`src/rtl/shift_add_multiplier_pkg.sv`:
```
// Shared definitions for the shift-and-add multiplier: state encoding, default
// width and carry recovery for the MSB-first ripple adder.
package shift_add_multiplier_pkg;

    localparam int DEFAULT_WIDTH = 8;

    typedef enum logic [1:0] {
        IDLE = 2'd0,
        RUN  = 2'd1,
        DONE = 2'd2
    } state_t;

    // The adder exposes only its sum. The MSB carry-out is rebuilt from the top
    // operand bits and the top sum bit: when a0^b0 is 1, the carry-in was ~c0.
    function automatic logic recover_carry(input logic a0, input logic b0, input logic c0);
        return (a0 & b0) | ((a0 ^ b0) & ~c0);
    endfunction

endpackage

```
`src/rtl/shift_add_multiplier_adder.sv`:
```
// Combinational ripple-carry adder with MSB-first vectors (index 0 = MSB).
// Only the WIDTH-bit sum is produced; callers recover the carry-out themselves.
module shift_add_multiplier_adder #(
    parameter int WIDTH = 8
) (
    input  logic [0:WIDTH-1] op_a,
    input  logic [0:WIDTH-1] op_b,
    output logic [0:WIDTH-1] sum
);

    // carry_in[gi] is the carry entering bit gi; the LSB sits at index WIDTH-1.
    logic [0:WIDTH-1] carry_in;

    assign carry_in[WIDTH-1] = 1'b0;

    generate
        for (genvar gi = 0; gi < WIDTH; gi++) begin : g_bit
            assign sum[gi] = op_a[gi] ^ op_b[gi] ^ carry_in[gi];
            if (gi > 0) begin : g_carry
                assign carry_in[gi-1] = (op_a[gi] & op_b[gi])
                                      | (op_a[gi] & carry_in[gi])
                                      | (op_b[gi] & carry_in[gi]);
            end
        end
    endgenerate

endmodule

```
`src/rtl/shift_add_multiplier.sv`:
```
// Sequential unsigned WIDTH x WIDTH shift-and-add multiplier with valid/ready
// handshakes on both sides; one operation in flight, fixed WIDTH-cycle latency.
module shift_add_multiplier
    import shift_add_multiplier_pkg::*;
#(
    parameter int WIDTH = DEFAULT_WIDTH
) (
    input  logic                 clk,
    input  logic                 rst,
    input  logic                 start_valid,
    output logic                 start_ready,
    input  logic [0:WIDTH-1]     a,
    input  logic [0:WIDTH-1]     b,
    output logic                 result_valid,
    input  logic                 result_ready,
    output logic [0:2*WIDTH-1]   product,
    output logic                 busy
);

    localparam int COUNT_W = $clog2(WIDTH) + 1;

    state_t               state_reg;
    logic [COUNT_W-1:0]   count_reg;
    logic [0:WIDTH-1]     acc_hi_reg;
    logic [0:WIDTH-1]     acc_lo_reg;
    logic [0:WIDTH-1]     mcand_reg;
    logic [0:2*WIDTH-1]   product_reg;
    logic                 start_ready_reg;
    logic                 result_valid_reg;
    logic                 busy_reg;

    logic [0:WIDTH-1]     addend;
    logic [0:WIDTH-1]     sum;
    logic                 carry;
    logic [0:2*WIDTH-1]   acc_next;

    // Multiplicand is added only when the current multiplier LSB is set.
    assign addend = acc_lo_reg[WIDTH-1] ? mcand_reg : '0;

    shift_add_multiplier_adder #(
        .WIDTH (WIDTH)
    ) u_adder (
        .op_a (acc_hi_reg),
        .op_b (addend),
        .sum  (sum)
    );

    assign carry    = recover_carry(acc_hi_reg[0], addend[0], sum[0]);
    // Right shift of {carry, sum, acc_lo}; the consumed multiplier bit drops off.
    assign acc_next = {carry, sum, acc_lo_reg[0:WIDTH-2]};

    always_ff @(posedge clk or posedge rst) begin
        if (rst) begin
            state_reg        <= IDLE;
            count_reg        <= '0;
            acc_hi_reg       <= '0;
            acc_lo_reg       <= '0;
            mcand_reg        <= '0;
            product_reg      <= '0;
            start_ready_reg  <= 1'b1;
            result_valid_reg <= 1'b0;
            busy_reg         <= 1'b0;
        end else begin
            case (state_reg)
                IDLE: begin
                    if (start_valid) begin
                        mcand_reg       <= a;
                        acc_hi_reg      <= '0;
                        acc_lo_reg      <= b;
                        count_reg       <= '0;
                        state_reg       <= RUN;
                        start_ready_reg <= 1'b0;
                        busy_reg        <= 1'b1;
                    end
                end
                RUN: begin
                    {acc_hi_reg, acc_lo_reg} <= acc_next;
                    count_reg                <= count_reg + COUNT_W'(1);
                    if (count_reg == COUNT_W'(WIDTH - 1)) begin
                        state_reg        <= DONE;
                        product_reg      <= acc_next;
                        result_valid_reg <= 1'b1;
                    end
                end
                DONE: begin
                    if (result_ready) begin
                        state_reg        <= IDLE;
                        result_valid_reg <= 1'b0;
                        start_ready_reg  <= 1'b1;
                        busy_reg         <= 1'b0;
                    end
                end
                default: begin
                    state_reg        <= IDLE;
                    result_valid_reg <= 1'b0;
                    start_ready_reg  <= 1'b1;
                    busy_reg         <= 1'b0;
                end
            endcase
        end
    end

    assign start_ready  = start_ready_reg;
    assign result_valid = result_valid_reg;
    assign product      = product_reg;
    assign busy         = busy_reg;

endmodule

```
`config.mk`:
```
export PLATFORM = sky130hd
export DESIGN_NAME = shift_add_multiplier
export DESIGN_NICKNAME = d
export VERILOG_FILES = /design/src/rtl/shift_add_multiplier_pkg.sv /design/src/rtl/shift_add_multiplier_adder.sv /design/src/rtl/shift_add_multiplier.sv
export SDC_FILE = /design/constraint.sdc
export NUM_CORES = 1
export LEC_CHECK = 0
export ABC_AREA = 1
export BUFFER_PORTS_ARGS = -buffer_cell sky130_fd_sc_hd__buf_2
export CAP_MARGIN = 15
export CORE_MARGIN = 2
export CORE_UTILIZATION = 40
export DETAILED_ROUTE_END_ITERATION = 8
export SYNTH_ARGS = -nofsm -noshare
export SYNTH_HDL_FRONTEND = slang
export SYNTH_SLANG_ARGS = --single-unit
```
`constraint.sdc`:
```
create_clock -name clk -period 10.5 [get_ports clk]
set_input_delay 2.1 -clock clk [delete_from_list [all_inputs] [get_ports clk]]
set_output_delay 2.1 -clock clk [all_outputs]
set_load 0.005 [all_outputs]
```
# [After elaboration in Yosys (flattened, before gate mapping)]
# Cells that the tools add are included.
[word_totals] register_bits=49 latch_bits=0 mem_bits_rw=0 romBits=0 in_bits=20 wordCells=95 memories=0
[op_classes] n_addsub=1 n_mul=0 div=0 n_lt_le_gt_ge=0 n_eq_ne=6 shift=0 n_mux=19 n_bitwise=52 n_reduce_logical=8
[op_table] op="8-bit case mux with 2 select lines" count=2
[op_table] op="8-bit 2-to-1 mux" count=3
[op_table] op="1-bit AND" count=21
[op_table] op="1-bit bitwise XOR" count=15
[op_table] op="1-bit OR" count=13
[op_table] op="1-bit case mux with 3 select lines" count=3
[op_table] op="3-bit AND reduction" count=3
[op_table] op="4-bit case mux with 2 select lines" count=1
[op_table] op="2-bit 2-to-1 mux" count=3
[op_table] op="2-bit != test, second input constant" count=3
[op_table] op="2-bit case mux with 3 select lines" count=1
[op_table] op="2-bit AND reduction" count=3
[op_table] op="1-bit 2-to-1 mux" count=5
[op_table] op="4-bit by 1-bit adder with 4-bit output, second input constant" count=1
[op_table] op="4-bit by 3-bit equality test with 1-bit output, second input constant" count=1
[op_table] op="4-bit 2-to-1 mux" count=1
[op_table] op="1-bit NOT" count=3
[op_table] op="2-bit by 1-bit equality test with 1-bit output, second input constant" count=1
[op_table] op="2-bit equality test, second input constant" count=1
[op_table] op="2-bit logical NOT" count=1
[op_table] op="2-bit nonzero test" count=1

# [Depth between registers and ports, before layout]
# Gate-level depths: netlist of the first run.
[logic_depth] ltp_word=25 depth_mapped=17

# [Modules after synthesis]
# A second synthesis of the first run with hierarchy kept.
[unflattened] hier_cells=282 hier_area_um2=2334.7
[by_module_without_submodules] mod="shift_add_multiplier" n_inst=1 cells_per_inst=266 area_each_um2=2164.6 seq_area_each_um2=1227.4
[by_module_without_submodules] mod="shift_add_multiplier_adder" n_inst=1 cells_per_inst=16 area_each_um2=170.2 seq_area_each_um2=0.0

# [Worst setup path after synthesis of the first run]
# No wires, ideal clock.
[synth_timing] path_kind="flip-flop to flip-flop" from="reg acc_lo_reg[7] in the netlist's numbering" to="reg product_reg, in the netlist product[1]" setup_ns=0.116 arrival_ns=3.548 required_time_ns=10.384 setup_slack_ns=6.836 stages_incl_launch_ff=18 path_buffers=1 synth_period_minus_slack_ns=3.664 path_cell_list="dfrtp_1 -> clkbuf_1 -> nand2_1 -> inv_1 -> ha_1 -> inv_1 -> fa_1 -> inv_1 -> fa_1 -> inv_1 -> fa_1 -> fa_1 -> fa_1 -> fa_1 -> fa_1 -> inv_1 -> nand2_1 -> nand2_1"
[synth_between] elab_chain_cells=21
[synth_lines] item="start, declared" line_no="shift_add_multiplier.sv:25" rtl="logic [0:WIDTH-1] acc_lo_reg;"
[synth_lines] item="start signal, assigned" line_no="shift_add_multiplier.sv:77" rtl="{acc_hi_reg, acc_lo_reg} <= acc_next;"
[synth_lines] item="8-bit 2-to-1 mux *" line_no="shift_add_multiplier.sv:38" rtl="assign addend = acc_lo_reg[WIDTH-1] ? mcand_reg : '0;"
[synth_lines] item="1-bit AND" line_no="shift_add_multiplier_adder.sv:20" rtl="assign carry_in[gi-1] = (op_a[gi] & op_b[gi])"
[synth_lines] item="1-bit AND" line_no="shift_add_multiplier_adder.sv:21" rtl="| (op_a[gi] & carry_in[gi])"
[synth_lines] item="1-bit OR" line_no="shift_add_multiplier_adder.sv:21"
[synth_lines] item="1-bit OR" line_no="shift_add_multiplier_adder.sv:22" rtl="| (op_b[gi] & carry_in[gi]);"
[synth_lines] item="1-bit AND" line_no="shift_add_multiplier_adder.sv:21"
[synth_lines] item="1-bit OR" line_no="shift_add_multiplier_adder.sv:21"
[synth_lines] item="1-bit OR" line_no="shift_add_multiplier_adder.sv:22"
[synth_lines] item="(+5 left out)"
[synth_lines] item="1-bit OR" line_no="shift_add_multiplier_adder.sv:22"
[synth_lines] item="1-bit AND" line_no="shift_add_multiplier_adder.sv:21"
[synth_lines] item="1-bit OR" line_no="shift_add_multiplier_adder.sv:21"
[synth_lines] item="1-bit OR" line_no="shift_add_multiplier_adder.sv:22"
[synth_lines] item="1-bit AND" line_no="shift_add_multiplier_adder.sv:21"
[synth_lines] item="1-bit OR" line_no="shift_add_multiplier_adder.sv:21"
[synth_lines] item="1-bit OR" line_no="shift_add_multiplier_adder.sv:22"
[synth_lines] item="1-bit bitwise XOR *" line_no="shift_add_multiplier_adder.sv:18" rtl="assign sum[gi] = op_a[gi] ^ op_b[gi] ^ carry_in[gi];"
[synth_lines] item="end signal, assigned" line_no="shift_add_multiplier.sv:81" rtl="product_reg <= acc_next;"
[synth_lines] item="end, declared" line_no="shift_add_multiplier.sv:27" rtl="logic [0:2*WIDTH-1] product_reg;"
# Every way passes the cells marked *; elsewhere a longest branch is shown, timed or not.
# A chain may end at the register's enable or synchronous reset.

# [Final worst setup path of the first run]
# Same ends and word-level chain as after synthesis.

==> impl_metrics.json, run 1 <==
{
  "cp_data_required_time_ns": 10.71,
  "tns_ns": 0,
  "cts.htree.levels": 2,
  "rows": 27,
  "crit_path_max_fanout": 9,
  "place_area_sq_um": 2500,
  "clock.fmax_mhz": 269,
  "hp-class": "register to register",
  "final_area_sq_um": 2630,
  "post_cts_buffers": 0,
  "die_area_sq_um": 6340,
  "vias": 1725,
  "max-slew-margin-rel": 0.409,
  "rr_endpoint": "product[1]",
  "synth_area_sq_um": 2290,
  "tightest_slew_ns": 0.886,
  "p_switching_w": 0.000275,
  "cts.sinks": 49,
  "synth_top_area_frac": 0.525,
  "grt_pass1_wl_microns": 7620,
  "cts_buffers": 5,
  "cts_tree": "built",
  "insertion_delay_ns": 0.31,
  "grt_max_degree": 50,
  "use_met2": 0.238,
  "portBuffers": 38,
  "p_int_w": 0.000447,
  "leakage_nw": 1.48,
  "antenna_found_initial": 0,
  "r2r-start": "acc_lo_reg[7]",
  "finalSetupViolCount": 0,
  "initialDrtViolationCount": 81,
  "gp_congestion": 0.775,
  "fin_crit_sh": 0.354,
  "fin_ws_ns": 6.79,
  "boundaryPins": 39,
  "end_kind": "register",
  "overflow": 0,
  "die_x_microns": 79.6,
  "rsz0062_at_grt": "no",
  "pre_cts_ws_ns": 6.78,
  "ys_seq_area_frac": 0.537,
  "syn2layout_area_growth_pct": 15.1,
  "syn_inst": 269,
  "post_cts_resized": 0,
  "synthTopCellsByArea": "dfrtp_1 (53%), nand2_1 (23%), fa_1 (6.1%)",
  "ys_ff_latch": 49,
  "grt_most_used_layer": "met2",
  "layout_commonest_cell": "nand2_1",
  "die_height_microns": 79.6,
  "cts_buffer_depth": 2,
  "diodes": 0,
  "met1_usage": 0.223,
  "irDropWorstVdd_mv": 0.102,
  "period_needed_ns": 3.71,
  "hold_viol_final": 0,
  "syn_area_per_cell_sq_um": 8.50,
  "largest_register_ffs": 16,
  "drc": 0,
  "status": "finished clean",
  "seq_area_sq_um": 1230,
  "fill_cells": 568,
  "post_drt_wl_per_cell_microns": 12.0,
  "clock_power_share": 0.194,
  "arrival_ns": 3.92,
  "synth_cell_types": 20,
  "core-area_sq_um": 5510,
  "max-cap-violations": 0,
  "grt_use_met3": 0.0396,
  "crit_type": "register to register",
  "combPwrFrac": 0.355,
  "mostFrequentLayoutCells": "nand2_1 (143), dfrtp_1 (48), buf_2 (38)",
  "drive_gt1_frac": 0.186,
  "r2r_setup_slack_ns": 6.79,
  "nets": 335,
  "multiInputGateArea_sq_um": 895,
  "power_frac_seq": 0.450,
  "hpwl_microns": 3080,
  "fin_cells": 379,
  "drt_first_pass_iters": 4,
  "hp-start": "start_ready",
  "p_sw_frac": 0.381,
  "grt_pass1_vias": 1617,
  "clock_skew_ns": 0.00734,
  "clock-root-buffer": "clkbuf_8",
  "p_per_area_nw_per_um2": 274,
  "yosysWarnings": 0,
  "start_kind": "register",
  "clk_pin_slew_ns": 0.09,
  "cts_hold_buf": 0,
  "vias_per_cell": 4.55,
  "start_util": 0.415,
  "grt_use_total": 0.158,
  "reg2regPathDepth": 16,
  "yosysTopAreaCell": "dfrtp_1",
  "hold_depth": 2,
  "syn_nets": 298,
  "ant_nets": 0,
  "holdPathEnd": "start_ready",
  "slew_violations": 0,
  "wirelength_microns": 4550,
  "dpl.cell_count": 370
}
[power groups by stage]
stage               sequential [W]  clock [W]  combinational (W)
finish                    0.000325   0.000140           0.000257
global route              0.000338   0.000150           0.000302
CTS                       0.000325   0.000143           0.000262
detailed placement        0.000328          0           0.000262
global placement          0.000328          0           0.000256
floorplan                 0.000313          0           0.000200
[per-stage QoR]
step / utilization / power, W / hold slack (ns)
6_report: 0.478 / 0.000722 / 0.464
5_1_grt: 0.478 / 0.000790 / 0.497
4_1_cts: 0.474 / 0.000730 / 0.468
3_5_place_dp: 0.453 / 0.000590 / 0.454
3_3_place_gp: 0.453 / 0.000584 / 0.455
2_1_floorplan: - / 0.000513 / 0.449
[layer usage]
| metal | wire [microns] | vias up | share of wire |
|---|---|---|---|
| met1 | 2310 | 792 | 0.51 |
| li1 | - | 888 | - |
| met2 | 1980 | 39 | 0.43 |
| met4 | 65 | 0 | 0.014 |
| met5 | 0 | - | 0 |
| met3 | 188 | 6 | 0.041 |
[synth_stat cells]
master and count:
nand2_1 143, dfrtp_1 48, inv_1 21, o21ai_1 12, nand3_1 11, fa_1 7
buf_6 4, inv_2 4, nor2_1 4, buf_2 3, ha_1 2, nand2_4 2
buf_4 1, clkbuf_1 1, dfstp_2 1, nand4_1 1, nor2_2 1, nor2_4 1
o21ai_2 1, o31ai_1 1
[worst max-delay path, cell delays in order, from the launching register on]
cell     delay, ns
dfrtp_1       0.48
nand2_1       0.08
inv_1         0.05
ha_1          0.13
inv_1         0.05
fa_1          0.35
inv_1         0.07
fa_1          0.16
inv_1         0.05
fa_1          0.37
fa_1          0.39
fa_1          0.38
fa_1          0.39
fa_1          0.52
inv_1         0.04
nand2_1       0.05
nand2_1       0.04
[final cells by class]
class,instances,share of cell area
Sequential cell,49,0.466
Multi-Input combinational cell,186,0.340
Timing Repair Buffer,39,0.0798
Inverter,25,0.0356
Tap cell,72,0.0342
Clock buffer,7,0.0328
Clock inverter,1,0.0114
[worst max path at each step]
stage | start | to | slack (ns) | cells after the start
floorplan | acc_lo_reg[7] | product[1] | 6.84 | 17
global placement | acc_lo_reg[7] | product[1] | 6.86 | 16
detailed placement | acc_lo_reg[7] | product[1] | 6.78 | 16
CTS | acc_lo_reg[7] | product[1] | 6.78 | 16
global route | acc_lo_reg[7] | product[1] | 6.57 | 16
finish | acc_lo_reg[7] | product[1] | 6.79 | 16
[cells by family (layout without fill, tap and decap cells)]
family,count (synthesis),count (layout),share of synthesized area
buf+inv,34,72,0.0722
simple gates,163,163,0.286
compound gates,14,14,0.0334
flops,49,49,0.537
fa+ha+maj,9,9,0.0722
Power figures use the tool's default switching activity.
==> run 2: changes to the inputs <==
Settings changed: ABC_AREA 1 to 0.
Clock period 10.5 ns to 3.7 ns, I/O delays scaled along.
==> run 2 against run 1 <==
  * Synthesized cell count shrank 32%
  * Setup slack lost 6.6 ns
  * Critical path depth shrank 3
  * Highest routed layer unchanged
  * Critical path type unchanged
  * Via count shrank 18%
==> impl_metrics.json, run 2 <==
{
  "portBuffers": 38,
  "drc": 0,
  "grt_max_degree": 50,
  "crit_path_max_fanout": 2,
  "cts.htree.levels": 2,
  "cts_buffers": 5,
  "hp-class": "primary input to async pin",
  "hold_viol_final": 0,
  "syn_inst": 184,
  "synth_most_common_cell": "dfrtp_1",
  "hpwl_microns": 3000,
  "mostFrequentLayoutCells": "dfrtp_1 (48), buf_2 (38), nand2_1 (24)",
  "boundaryPins": 39,
  "core-area_sq_um": 5200,
  "start_util": 0.422,
  "post_cts_buffers": 0,
  "synthTopCellsByArea": "dfrtp_1 (55%), mux2_2 (8.7%), fa_1 (6.4%)",
  "period_needed_ns": 3.51,
  "crit_type": "register to register",
  "nets": 253,
  "fin_crit_sh": 0.949,
  "ys_async_sr_fraction": 1.00,
  "grt_pass1_wl_microns": 7200,
  "layout_commonest_cell": "dfrtp_1",
  "syn2layout_area_growth_pct": 16.9,
  "yosys-top-cells-count": "dfrtp_1 (48), nand2_1 (24), inv_1 (18)",
  "synth_edf_count": 0,
  "vias": 1410,
  "die_x_microns": 78.1,
  "cp_data_required_time_ns": 3.89,
  "max-cap-violations": 0,
  "die_height_microns": 78.1,
  "rr_endpoint": "acc_hi_reg[1]",
  "clock.fmax_mhz": 285,
  "clock_skew_ns": 0.0110,
  "diodes": 0,
  "cts_tree": "built",
  "drive_gt1_frac": 0.329,
  "grt_pass1_vias": 1511,
  "initialDrtViolationCount": 55,
  "syn_area_per_cell_sq_um": 11.9,
  "status": "finished clean",
  "insertion_delay_ns": 0.30,
  "arrival_ns": 3.70,
  "r2r-start": "acc_lo_reg[7]",
  "ys_seq_area_frac": 0.558,
  "finalSetupViolCount": 0,
  "antenna_found_initial": 0,
  "tightest_slew_ns": 0.929,
  "max-slew-margin-rel": 0.379,
  "synth_top_area_frac": 0.546,
  "ant_nets": 0,
  "r2r_setup_slack_ns": 0.19,
  "leakage_nw": 1.20,
  "rows": 26,
  "grt_use_total": 0.152,
  "die_area_sq_um": 6110,
  "reg2regPathDepth": 13,
  "start_kind": "register",
  "drt_first_pass_iters": 4,
  "cts_hold_buf": 0,
  "clock-root-buffer": "clkbuf_8",
  "post_drt_wl_per_cell_microns": 14.1,
  "yosysTopAreaCell": "dfrtp_1",
  "synth_area_sq_um": 2200,
  "synth_cell_types": 26,
  "syn_nets": 213,
  "cts_buffer_depth": 2,
  "synth-main-ff-cell": "dfrtp_1",
  "hold_ws_ns": 0.397,
  "end_kind": "register",
  "slew_violations": 0,
  "p_per_area_nw_per_um2": 780,
  "vias_per_cell": 4.78,
  "largest_register_ffs": 16,
  "overflow": 0,
  "crit_end": "acc_hi_reg[1]",
  "irDropWorstVdd_mv": 0.318,
  "clk_pin_slew_ns": 0.09,
  "crit_start": "acc_lo_reg[7]",
  "cts.sinks": 49,
  "rsz0062_at_grt": "no",
  "ys_ff_latch": 49,
  "gp_congestion": 0.751,
  "yosysWarnings": 0,
  "wirelength_microns": 4170,
  "tns_ns": 0
}
==> run 2: repair_timing <==
action / CTS / global route
hold endpoints to repair: 0 / 0
resized for setup: 0 / 1
endpoints found under the setup margin: 0 / 2
==> run 2: where the power goes <==
group          total [W]  switching, W  internal (W)
logic           0.000726      0.000349      0.000378
clock network   0.000341      0.000172      0.000169
registers       0.000937      0.000162      0.000774
==> run 2: layout make-up <==
type                            count  area [sq um]
Fill cell                         504          2640
Sequential cell                    49          1230
Multi-Input combinational cell    107           846
Timing Repair Buffer               43           240
Clock buffer                        7          96.3
Tap cell                           70          87.6
Inverter                           18          67.6
Clock inverter                      1          5.00
==> run 2: worst max-delay path, cell delays in order, from the launching register on <==
cell and delay [ns]:
dfrtp_1 0.35, and2_1 0.13, ha_1 0.13, inv_1 0.05
fa_1 0.36, inv_1 0.08, fa_1 0.16, inv_1 0.05
fa_1 0.38, fa_1 0.39, fa_1 0.39, fa_2 0.35
fa_1 0.51, o21ai_0 0.08
==> run 2: metrics by stage <==
step | setup WS, ns | util | area, sq um | total power (W) | cells
after detailed placement | 0.128 | 0.470 | 2450 | 0.00169 | 286
after global routing | 0.0272 | 0.494 | 2570 | 0.00217 | 295
after floorplan | 0.0613 | - | 2200 | 0.00143 | 184
after global placement | 0.220 | 0.470 | 2450 | 0.00165 | 286
after CTS | 0.116 | 0.489 | 2550 | 0.00203 | 294
final | 0.188 | 0.494 | 2570 | 0.00200 | 295
==> run 2: how the worst min path moves through the flow <==
stage | slack (ns) | from | cells past startpoint | end
finish | 0.40 | rst | 2 | mcand_reg[3]
detailed placement | 0.47 | busy | 1 | busy
global placement | 0.45 | start_ready | 2 | start_ready
CTS | 0.48 | start_ready | 2 | start_ready
floorplan | 0.45 | acc_hi_reg[0] | 2 | acc_hi_reg[0]
global route | 0.41 | rst | 2 | product[8]
==> run 2: layer usage <==
metal / global-route usage / vias to the layer above / wire (microns)
li1: - / 686 / -
met1: 0.205 / 697 / 2010
met2: 0.241 / 22 / 1970
met3: 0.0368 / 5 / 132
met4: 0.0526 / 0 / 61
met5: 0 / - / 0
==> run 2: logic make-up after synthesis <==
family	synth area share
compound gates	0.0950
fa+ha+maj	0.0751
buf+inv	0.0580
flops	0.558
mux	0.126
simple gates	0.0877
